==> config.mk <==
export PLATFORM = sky130hd
export DESIGN_NAME = ttc_int_ctrl1
export DESIGN_NICKNAME = d
export VERILOG_FILES = /design/src/rtl/ttc_int_ctrl1.sv
export SDC_FILE = /design/constraint.sdc
export NUM_CORES = 1
export LEC_CHECK = 0
export BUFFER_PORTS_ARGS = -buffer_cell sky130_fd_sc_hd__buf_4
export CAP_MARGIN = 20
export CORE_MARGIN = 1
export CORE_UTILIZATION = 44
export DETAILED_ROUTE_END_ITERATION = 10
export GPL_ROUTABILITY_DRIVEN = 0
export PLACE_DENSITY = 0.7
export SLEW_MARGIN = 25
export SYNTH_ARGS = -nofsm -noshare
export SYNTH_HDL_FRONTEND = slang
export SYNTH_SLANG_ARGS = --single-unit
export TNS_END_PERCENT = 1
==> constraint.sdc <==
create_clock -name pclk1 -period 2.8 [get_ports pclk1]
set_clock_uncertainty 0.05 [all_clocks]
set_input_delay 0.28 -clock pclk1 [delete_from_list [all_inputs] [get_ports pclk1]]
set_output_delay 0.28 -clock pclk1 [all_outputs]
set_load 0.01 [all_outputs]
==> src/rtl/ttc_int_ctrl1.sv <==
// ttc_int_ctrl1: APB interrupt controller placed after the triple timer counter.
// Each source has edge or level capture, a pending latch, a mask, overrun
// detection and a saturating event counter. All sources are ORed into one
// registered irq1 line.
module ttc_int_ctrl1 #(
  parameter int NUM_SRC = 3,
  parameter int CNT_W   = 8
) (
  input  logic               pclk1,
  input  logic               p_reset1,
  input  logic               psel1,
  input  logic               penable1,
  input  logic               pwrite1,
  input  logic [7:0]         paddr1,
  input  logic [31:0]        pwdata1,
  input  logic [NUM_SRC-1:0] int_in1,
  output logic [31:0]        prdata1,
  output logic               irq1
);

  localparam logic [CNT_W-1:0] CNT_MAX = {CNT_W{1'b1}};
  localparam logic [CNT_W-1:0] CNT_ONE = {{(CNT_W-1){1'b0}}, 1'b1};

  logic [NUM_SRC-1:0] mode_q, mode_d;
  logic [NUM_SRC-1:0] mask_q, mask_d;
  logic [NUM_SRC-1:0] pend_q, pend_d;
  logic [NUM_SRC-1:0] ovr_q, ovr_d;
  logic [NUM_SRC-1:0] int_prev_q;
  logic [CNT_W-1:0]   cnt_q [NUM_SRC];
  logic [CNT_W-1:0]   cnt_d [NUM_SRC];
  logic               irq_q, irq_d;

  logic               wr_s;
  logic [NUM_SRC-1:0] clr_s;
  logic               cnt_clr_s;
  logic [NUM_SRC-1:0] evt_s;
  logic [NUM_SRC-1:0] edge_evt_s;
  logic [31:0]        count_s;
  logic [31:0]        rdata_s;
  logic               unused_s;

  // Upper write-data bits have no storage behind them.
  assign unused_s = ^pwdata1[31:NUM_SRC];

  // Decode the APB write strobes used for the write-only clear registers.
  always_comb begin
    wr_s      = psel1 & penable1 & pwrite1;
    clr_s     = {NUM_SRC{1'b0}};
    cnt_clr_s = 1'b0;
    if (wr_s && (paddr1 == 8'h10)) begin
      clr_s = pwdata1[NUM_SRC-1:0];
    end else begin
      clr_s = {NUM_SRC{1'b0}};
    end
    if (wr_s && (paddr1 == 8'h1C)) begin
      cnt_clr_s = 1'b1;
    end else begin
      cnt_clr_s = 1'b0;
    end
  end

  // Event detection: rising edge, or input level when the MODE bit is set.
  always_comb begin
    edge_evt_s = ~mode_q & int_in1 & ~int_prev_q;
    evt_s      = (mode_q & int_in1) | edge_evt_s;
  end

  // Next state of the config registers, pending, overrun, counters and irq.
  always_comb begin
    mode_d = mode_q;
    mask_d = mask_q;
    if (wr_s && (paddr1 == 8'h00)) begin
      mode_d = pwdata1[NUM_SRC-1:0];
    end else begin
      mode_d = mode_q;
    end
    if (wr_s && (paddr1 == 8'h04)) begin
      mask_d = pwdata1[NUM_SRC-1:0];
    end else begin
      mask_d = mask_q;
    end
    // A new event beats a clear in the same cycle.
    pend_d = evt_s | (pend_q & ~clr_s);
    // An edge that lands on an already pending bit that is not being cleared
    // counts as lost.
    ovr_d  = (ovr_q & ~clr_s) | (edge_evt_s & pend_q & ~clr_s);
    irq_d  = |(pend_q & mask_q);
    for (int i = 0; i < NUM_SRC; i++) begin
      if (cnt_clr_s) begin
        cnt_d[i] = {CNT_W{1'b0}};
      end else if (edge_evt_s[i] && (cnt_q[i] != CNT_MAX)) begin
        cnt_d[i] = cnt_q[i] + CNT_ONE;
      end else begin
        cnt_d[i] = cnt_q[i];
      end
    end
  end

  // State registers, all cleared asynchronously by p_reset1.
  always_ff @(posedge pclk1 or posedge p_reset1) begin
    if (p_reset1) begin
      mode_q     <= {NUM_SRC{1'b0}};
      mask_q     <= {NUM_SRC{1'b0}};
      pend_q     <= {NUM_SRC{1'b0}};
      ovr_q      <= {NUM_SRC{1'b0}};
      int_prev_q <= {NUM_SRC{1'b0}};
      irq_q      <= 1'b0;
      for (int i = 0; i < NUM_SRC; i++) begin
        cnt_q[i] <= {CNT_W{1'b0}};
      end
    end else begin
      mode_q     <= mode_d;
      mask_q     <= mask_d;
      pend_q     <= pend_d;
      ovr_q      <= ovr_d;
      int_prev_q <= int_in1;
      irq_q      <= irq_d;
      for (int i = 0; i < NUM_SRC; i++) begin
        cnt_q[i] <= cnt_d[i];
      end
    end
  end

  // Pack the per-source counters into one 32-bit read word.
  always_comb begin
    count_s = 32'h0000_0000;
    for (int i = 0; i < NUM_SRC; i++) begin
      count_s[i*CNT_W +: CNT_W] = cnt_q[i];
    end
  end

  // Combinational read mux. It drives zero outside a read and during reset.
  always_comb begin
    rdata_s = 32'h0000_0000;
    if (!p_reset1 && psel1 && !pwrite1) begin
      case (paddr1)
        8'h00:   rdata_s = {{(32-NUM_SRC){1'b0}}, mode_q};
        8'h04:   rdata_s = {{(32-NUM_SRC){1'b0}}, mask_q};
        8'h08:   rdata_s = {{(32-NUM_SRC){1'b0}}, pend_q};
        8'h0C:   rdata_s = {{(32-NUM_SRC){1'b0}}, pend_q & mask_q};
        8'h14:   rdata_s = {{(32-NUM_SRC){1'b0}}, ovr_q};
        8'h18:   rdata_s = count_s;
        default: rdata_s = 32'h0000_0000;
      endcase
    end else begin
      rdata_s = 32'h0000_0000;
    end
  end

  assign prdata1 = rdata_s;
  assign irq1    = irq_q;

endmodule

==> results of run 1 <==
## stage by stage
| step | cell area [um^2] | hold WS, ns | worst slack, ns | power, mW | instances |
|---|---|---|---|---|---|
| 4_1_cts | 2810 | 0.05236 | 0.6870 | 1.689 | 351 |
| 3_3_place_gp | 2716 | 0.3576 | 0.7502 | 1.267 | 343 |
| 6_report | 2810 | 0.06627 | 0.6974 | 1.665 | 351 |
| 3_5_place_dp | 2716 | 0.3586 | 0.6871 | 1.286 | 343 |
| 2_1_floorplan | 2360 | 0.2614 | 1.000 | 1.169 | 242 |
| 5_1_grt | 2810 | 0.05089 | 0.6558 | 1.802 | 351 |
## routing by layer
layer  vias up  part of all wire [%]  routed length (um)  track usage [%]
met5         -                     0                   0                0
met4         0                   2.4                 113            6.289
met3        10                   3.5                 169            4.150
met2        42                    49                2327            28.93
met1       911                    45                2153            25.04
li1        922                     -                   -                -
## worst max-delay path, stage by stage
cell and delay (ns):
buf_4 0.12, nor4_4 0.32, nand2_2 0.10, or3_2 0.48
nor3_1 0.30, buf_4 0.18
## worst min path at each step
stage	end	slack, ns	cells past startpoint
6_report	int_prev_q[1]$_DFF_PP0_	0.07	1
2_1_floorplan	int_prev_q[0]$_DFF_PP0_	0.26	0
5_1_grt	int_prev_q[2]$_DFF_PP0_	0.05	1
3_5_place_dp	int_prev_q[2]$_DFF_PP0_	0.36	1
3_3_place_gp	int_prev_q[2]$_DFF_PP0_	0.36	1
4_1_cts	int_prev_q[1]$_DFF_PP0_	0.05	1
## kinds of logic after synthesis
group | Yosys count | share of synthesized area, %
simple gates | 104 | 26.49
buf+inv | 23 | 5.201
other cells | 1 | 0.1607
fa+ha+maj | 3 | 1.609
mux | 12 | 5.952
xor+xnor | 16 | 6.005
flops | 40 | 42.90
compound gates | 36 | 11.69
## cell usage in the layout, fill, tap and decap left out, types with 4 or more instances in the layout
master	netlist	final
a21oi_1	6	6
and2_1	23	23
and3_1	4	4
buf_4	8	47
clkbuf_8	0	6
conb_1	1	8
dfrtp_1	40	40
inv_1	7	7
mux2i_1	6	6
nand2_1	5	5
nand2b_1	5	5
nand3_1	8	8
nand4_1	6	6
nor2_1	24	24
nor3_1	9	8
nor3b_1	4	4
o2111ai_1	4	4
o211ai_1	5	5
o21ai_0	6	6
xnor2_1	4	4
xor2_1	12	12
## power groups by stage
stage               sequential, mW  combinational (mW)  clock [mW]
finish                       0.895               0.378       0.392
global route                 0.930               0.440       0.432
CTS                          0.896               0.382       0.411
detailed placement           0.907               0.379           0
global placement             0.903               0.364           0
floorplan                    0.859               0.310           0
## layout make-up
class / instances / share of cell area, %
clock buffer: 7 / 3.072
clock inverter: 1 / 0.2671
inverter: 7 / 0.9350
multi-input combinational: 179 / 44.43
sequential: 40 / 35.62
tap: 70 / 3.117
timing repair buffer: 47 / 12.56
## state kept, by name, summed over array words and instances, names as in the netlist
signal and flops:
cnt_q 24, int_prev_q 3, mask_q 3, mode_q 3, ovr_q 3, pend_q 3
irq1 1
==> out/metrics.yaml, run 1 <==
cts:
  path_clk_slew_ns: 0.08
  numCtsBuffers: 5
  clk_path_buf_depth: 2
  cts_hold_buf: 0
  tritoncts: "yes"
  worstSkewPairLatency_ns: 0.28
  cts_max_level: 2
  postCtsSetupRepairBufs: 0
  clock_sinks: 40
  cts_root_buf: "clkbuf_8"
  cts_resized: 0
critical_path:
  reg2reg_depth: 4
  arrival_ns: 1.77
  reg2reg_slack_ns: 1.10
  crit_type: "in2out"
  cp.required_ns: 2.47
  crit_end: "prdata1[1]"
  cp_max_fo: 3
  worst_setup_path_start_kind: "input port"
  timing.rr.start: "mode_q[1]$_DFFE_PP0P_"
  endpoint_kind: "output port"
  setup.worst_path.start: "paddr1[1]"
  reg2reg_to: "cnt_q[13]$_DFFE_PP0P_"
global_route:
  antenna_found_initial: 0
  grt-ovfl-total: 0
  grt_pass1_vias: 1670
  grt_usage_pct: 18.38
  grt_max_degree: 41
  grt_pass1_wl_um: 7769
drt:
  drc: 0
  drt_pass1_iterations: 4
  vias: 1885
  drtIter0Drc: 127
  routed_via_density: 5.370
  drt_wl_total_um: 4764
  drtAntennaViolNets: 0
  wire_per_inst_um: 13.57
sta:
  final-hold-violation-count: 0
  tightest_slew_ns: 0.5107
  fin_tns_setup_ns: 0
  period_share_pct: 75.09
  fmax_mhz: 475.6
  fin_crit_ns: 2.103
  finalSetupViolCount: 0
  slew_headroom_pct: 65.95
  rsz0062_at_grt: "false"
  slew_viol_final: 0
power:
  power_frac_clock_pct: 23.5
  pwr_density_cell_mw_per_mm2: 592.6
  power_frac_comb_pct: 22.7
  power_switching_mw: 0.5657
  vdd_drop_max_uv: 338.7
  power_frac_seq_pct: 53.8
  p_int_mw: 1.100
  p_leak_nw: 1.287
  power_switching_share_pct: 33.97
floorplan:
  std_cell_rows: 26
  dieArea_mm2: 0.005599
  fp.dieW_um: 74.83
  fp.dieH_um: 74.83
  io-pin-count: 81
  start_util_pct: 45.69
  core_mm2: 0.005107
cells_and_area:
  syn_to_final_growth_pct: 20.43
  fillCellCount: 464
  nets: 331
  drive_above_1_share_pct: 25.62
  ff_latch_area_mm2: 0.001001
  utilization_pct: 55.02
  multi_input_area_mm2: 0.001249
  antenna_cells: 0
synth:
  synthMostInstantiatedCell: "dfrtp_1"
  synth-edff-count: 0
  ys.warnings.count: 0
  syn-cell-area_mm2: 0.002333
  synth-seq-area-share_pct: 42.90
  syn_area_per_cell_um2: 9.930
  ys_seq_elements: 40
  synthFlopType: "dfrtp_1"
  synth.largest_area_cell: "dfrtp_1"
  netlist-cell-type-count: 47
  synthTopCellsByArea: "dfrtp_1 43%, and2_1 6.2%, xor2_1 4.5%, nor2_1 3.9%, mux2i_1 2.6%"
  synth_common_cells: "40 x dfrtp_1, 24 x nor2_1, 23 x and2_1, 12 x xor2_1, 9 x nor3_1"
  synth_top_cell_area_share_pct: 42.90
  syn_inst: 235
  synthArstFlopShare_pct: 100.0
min_path:
  hold_start: "int_in1[1]"
  hold_class: "in2reg"
placed_design:
  post-dp-hpwl_um: 3440
  io_buffers: 43
job:
  maxCapViolations: 0
run_status:
  outcome: "finished clean"
No activity file was read; power rests on OpenSTA's default activity.
==> run 2: changes to the inputs <==
ABC_AREA = 1   (was unset)
PLACE_DENSITY = 0.68   (was 0.7)
clock period = 2.03 ns   (was 2.8 ns; I/O delays follow)
==> run 2 against run 1 <==
Net effect: the run now ends with negative hold slack left; total power increased by 40%; non-clock buffer count increased by 1; final area increased by 10%; setup slack got worse by 0.38 ns; sequential power increased by 27%; clock-buffer cell count increased by 1; worst hold slack got worse by 0.078 ns; first-iteration DRC count decreased by 13%; wire length increased by 20%; die area increased by 12%.
==> out/metrics.yaml, run 2 <==
floorplan:
  io-pin-count: 81  # unchanged
  core_mm2: 0.005642  # +10%
  start_util_pct: 46.55  # +0.86 points
  std_cell_rows: 27  # +3.8%
  dieArea_mm2: 0.006281  # +12%
  fp.dieH_um: 79.26  # +5.9%
  fp.dieW_um: 79.26  # +5.9%
placed_design:
  io_buffers: 43  # unchanged
  place_area_mm2: 0.002979  # +9.7%
  place_ws_ns: 0.3274  # -0.3596 ns
  post-dp-hpwl_um: 4326  # +26%
  dp.cells: 470  # +37%
synth:
  syn-cell-area_mm2: 0.002626  # +13%
  syn_area_per_cell_um2: 7.316  # -26%
  synthTopCellsByArea: "dfrtp_1 38%, nand2_1 10%, inv_1 8.0%, nand3_1 7.6%, nor3_1 5.0%"
  synthFlopType: "dfrtp_1"
  synth_common_cells: "70 x nand2_1, 56 x inv_1, 40 x dfrtp_1, 40 x nand3_1, 29 x nor2_1"
  ys_seq_elements: 40  # unchanged
  synth.largest_area_cell: "dfrtp_1"
  synth-seq-area-share_pct: 38.11  # -4.8 points
  syn_inst: 359  # +53%
  synth-edff-count: 0  # unchanged
  synthMostInstantiatedCell: "nand2_1"
  ys.warnings.count: 0  # unchanged
  synthArstFlopShare_pct: 100.0  # unchanged
  netlist-cell-type-count: 36  # -23%
  synth_top_cell_area_share_pct: 38.11  # -4.8 points
drt:
  vias: 2385  # +27%
  routed_via_density: 4.958  # -7.7%
  wire_per_inst_um: 11.90  # -12%
  drc: 0  # unchanged
  drt_wl_total_um: 5722  # +20%
  drtAntennaViolNets: 0  # unchanged
  drtIter0Drc: 110  # -13%
  drt_pass1_iterations: 6  # +2
critical_path:
  arrival_ns: 1.46  # -0.31 ns
  crit_type: "in2out"
  cp.required_ns: 1.78  # -0.69 ns
  cp_max_fo: 21  # +18
  worst_setup_path_start_kind: "input port"
  endpoint_kind: "output port"
cells_and_area:
  syn_to_final_growth_pct: 18.01
  largest_reg_flops: 24  # unchanged
  antenna_cells: 0  # unchanged
  fin_area_mm2: 0.003099  # +10%
  drive_above_1_share_pct: 20.05  # -5.6 points
  nets: 459  # +39%
  regMostFlops: "cnt_q"
  layout_commonest_cell: "nand2_1"
  fin_cells: 481  # +37%
  final_cell_mix: "70 x nand2_1, 56 x inv_1, 45 x buf_4"
  fillCellCount: 563  # +21%
sta:
  rsz0062_at_grt: "false"
  tightest_slew_ns: 0.5202  # +0.009468 ns
  fin_crit_ns: 1.713
  fin_tns_setup_ns: 0  # unchanged
  slew_headroom_pct: 65.32  # -0.63 points
  finalSetupViolCount: 0  # unchanged
  slew_viol_final: 0  # unchanged
  worst_slack_ns: 0.3167  # -0.3807 ns
  final-hold-violation-count: 14  # +14
  fmax_mhz: 583.7
  holdWs_ns: -0.01176  # -0.07803 ns
  period_share_pct: 84.40
global_route:
  grt_pass1_vias: 2262  # +35%
  grt_max_degree: 41  # unchanged
  antenna_found_initial: 0  # unchanged
  grt_pass1_wl_um: 9963  # +28%
  grt-ovfl-total: 0  # unchanged
  grt_usage_pct: 20.52  # +2.1 points
power:
  p_total_mw: 2.337  # +40%
  vdd_drop_max_uv: 594.7  # +76%
  p_leak_nw: 1.563  # +22%
  pwr_density_cell_mw_per_mm2: 754.2  # +27%
min_path:
  hold_class: "in2async"
run_status:
  violations: "negative hold slack"
  outcome: "finished with violations"
cts:
  cts_max_level: 2  # unchanged
  cts_root_buf: "clkbuf_8"
  postCtsSetupRepairBufs: 0  # unchanged
  clock_sinks: 40  # unchanged
  clk_path_buf_depth: 2  # unchanged
  tritoncts: "yes"
  numCtsBuffers: 5  # unchanged
  path_clk_slew_ns: 0.07  # about the same
  worstSkewPairLatency_ns: 0.29  # about the same
  cts_resized: 0  # unchanged
job:
  maxCapViolations: 0  # unchanged
==> run 2: cells by family (layout without fill, tap and decap cells) <==
logic type,Yosys count,after routing,share of synthesized area [%]
and+or+nand+nor,198,198,38.40
buffers and inverters,72,115,12.29
DFF,40,40,38.11
xor gates and xnor gates,5,5,1.667
other,1,8,0.1428
AOI/OAI and AO/OA,40,40,7.956
adders and majority gates,3,3,1.429
==> run 2: path summary, 6_finish.rpt <==
check | depth (start not counted) | slack (ns) | start | end
worst max-delay path | 7 | 0.32 | paddr1[0] | prdata1[18]
worst min-delay path | 3 | -0.01 | p_reset1 | int_prev_q[2]$_DFF_PP0_
worst max register to register | 7 | 0.50 | cnt_q[16]$_DFFE_PP0P_ | cnt_q[16]$_DFFE_PP0P_
worst min register to register | 2 | 0.46 | ovr_q[0]$_DFF_PP0_ | ovr_q[0]$_DFF_PP0_
max in group asynchronous | 3 | 1.58 | p_reset1 | cnt_q[7]$_DFFE_PP0P_
min in group pclk1 | 3 | 0.07 | pwdata1[0] | mask_q[0]$_DFFE_PP0P_
==> run 2: metal layers <==
metal | part of all wire (%) | vias up | track usage, % | wire length [um]
li1 | - | 1236 | - | -
met1 | 46 | 1092 | 26.42 | 2614
met2 | 48 | 50 | 34.31 | 2745
met3 | 5.0 | 7 | 3.563 | 288
met4 | 1.3 | 0 | 7.636 | 74
met5 | 0 | - | 0 | 0
==> run 2: layout make-up <==
| type | count | area [um^2] | share of cell area, % |
|---|---|---|---|
| inverter | 59 | 221.5 | 7.146 |
| tap | 72 | 90.09 | 2.907 |
| multi-input combinational | 254 | 1329 | 42.87 |
| clock buffer | 8 | 90.09 | 2.907 |
| sequential | 40 | 1001 | 32.30 |
| timing repair buffer | 48 | 367.9 | 11.87 |
==> run 2: critical path: stages <==
cell and delay, ns:
buf_4 0.11, inv_1 0.05, nand2_2 0.12, nor2_4 0.21, nand2_2 0.31, nor3b_1 0.29
buf_4 0.16
==> run 2: repair_timing <==
action,in CTS,in global routing
endpoints found under the hold margin,3,0
hold buffers,3,0
setup endpoints to repair,0,0
==> run 2: report_power, final <==
| part | internal (mW) | leakage (nW) | total [mW] | switching [mW] |
|---|---|---|---|---|
| registers | 0.971 | 0.451 | 1.14 | 0.167 |
| clock network | 0.277 | 0.0455 | 0.554 | 0.276 |
| logic | 0.252 | 1.07 | 0.646 | 0.394 |
| total | 1.50 | 1.56 | 2.34 | 0.837 |
==> run 2: stage by stage <==
stage	hold WS, ns	utilization, %
after global placement	0.2806	52.81
after CTS	0.01951	54.93
after global routing	0.04542	54.93
final	-0.01176	54.93
after floorplan	0.1844	-
after detailed placement	0.2808	52.81
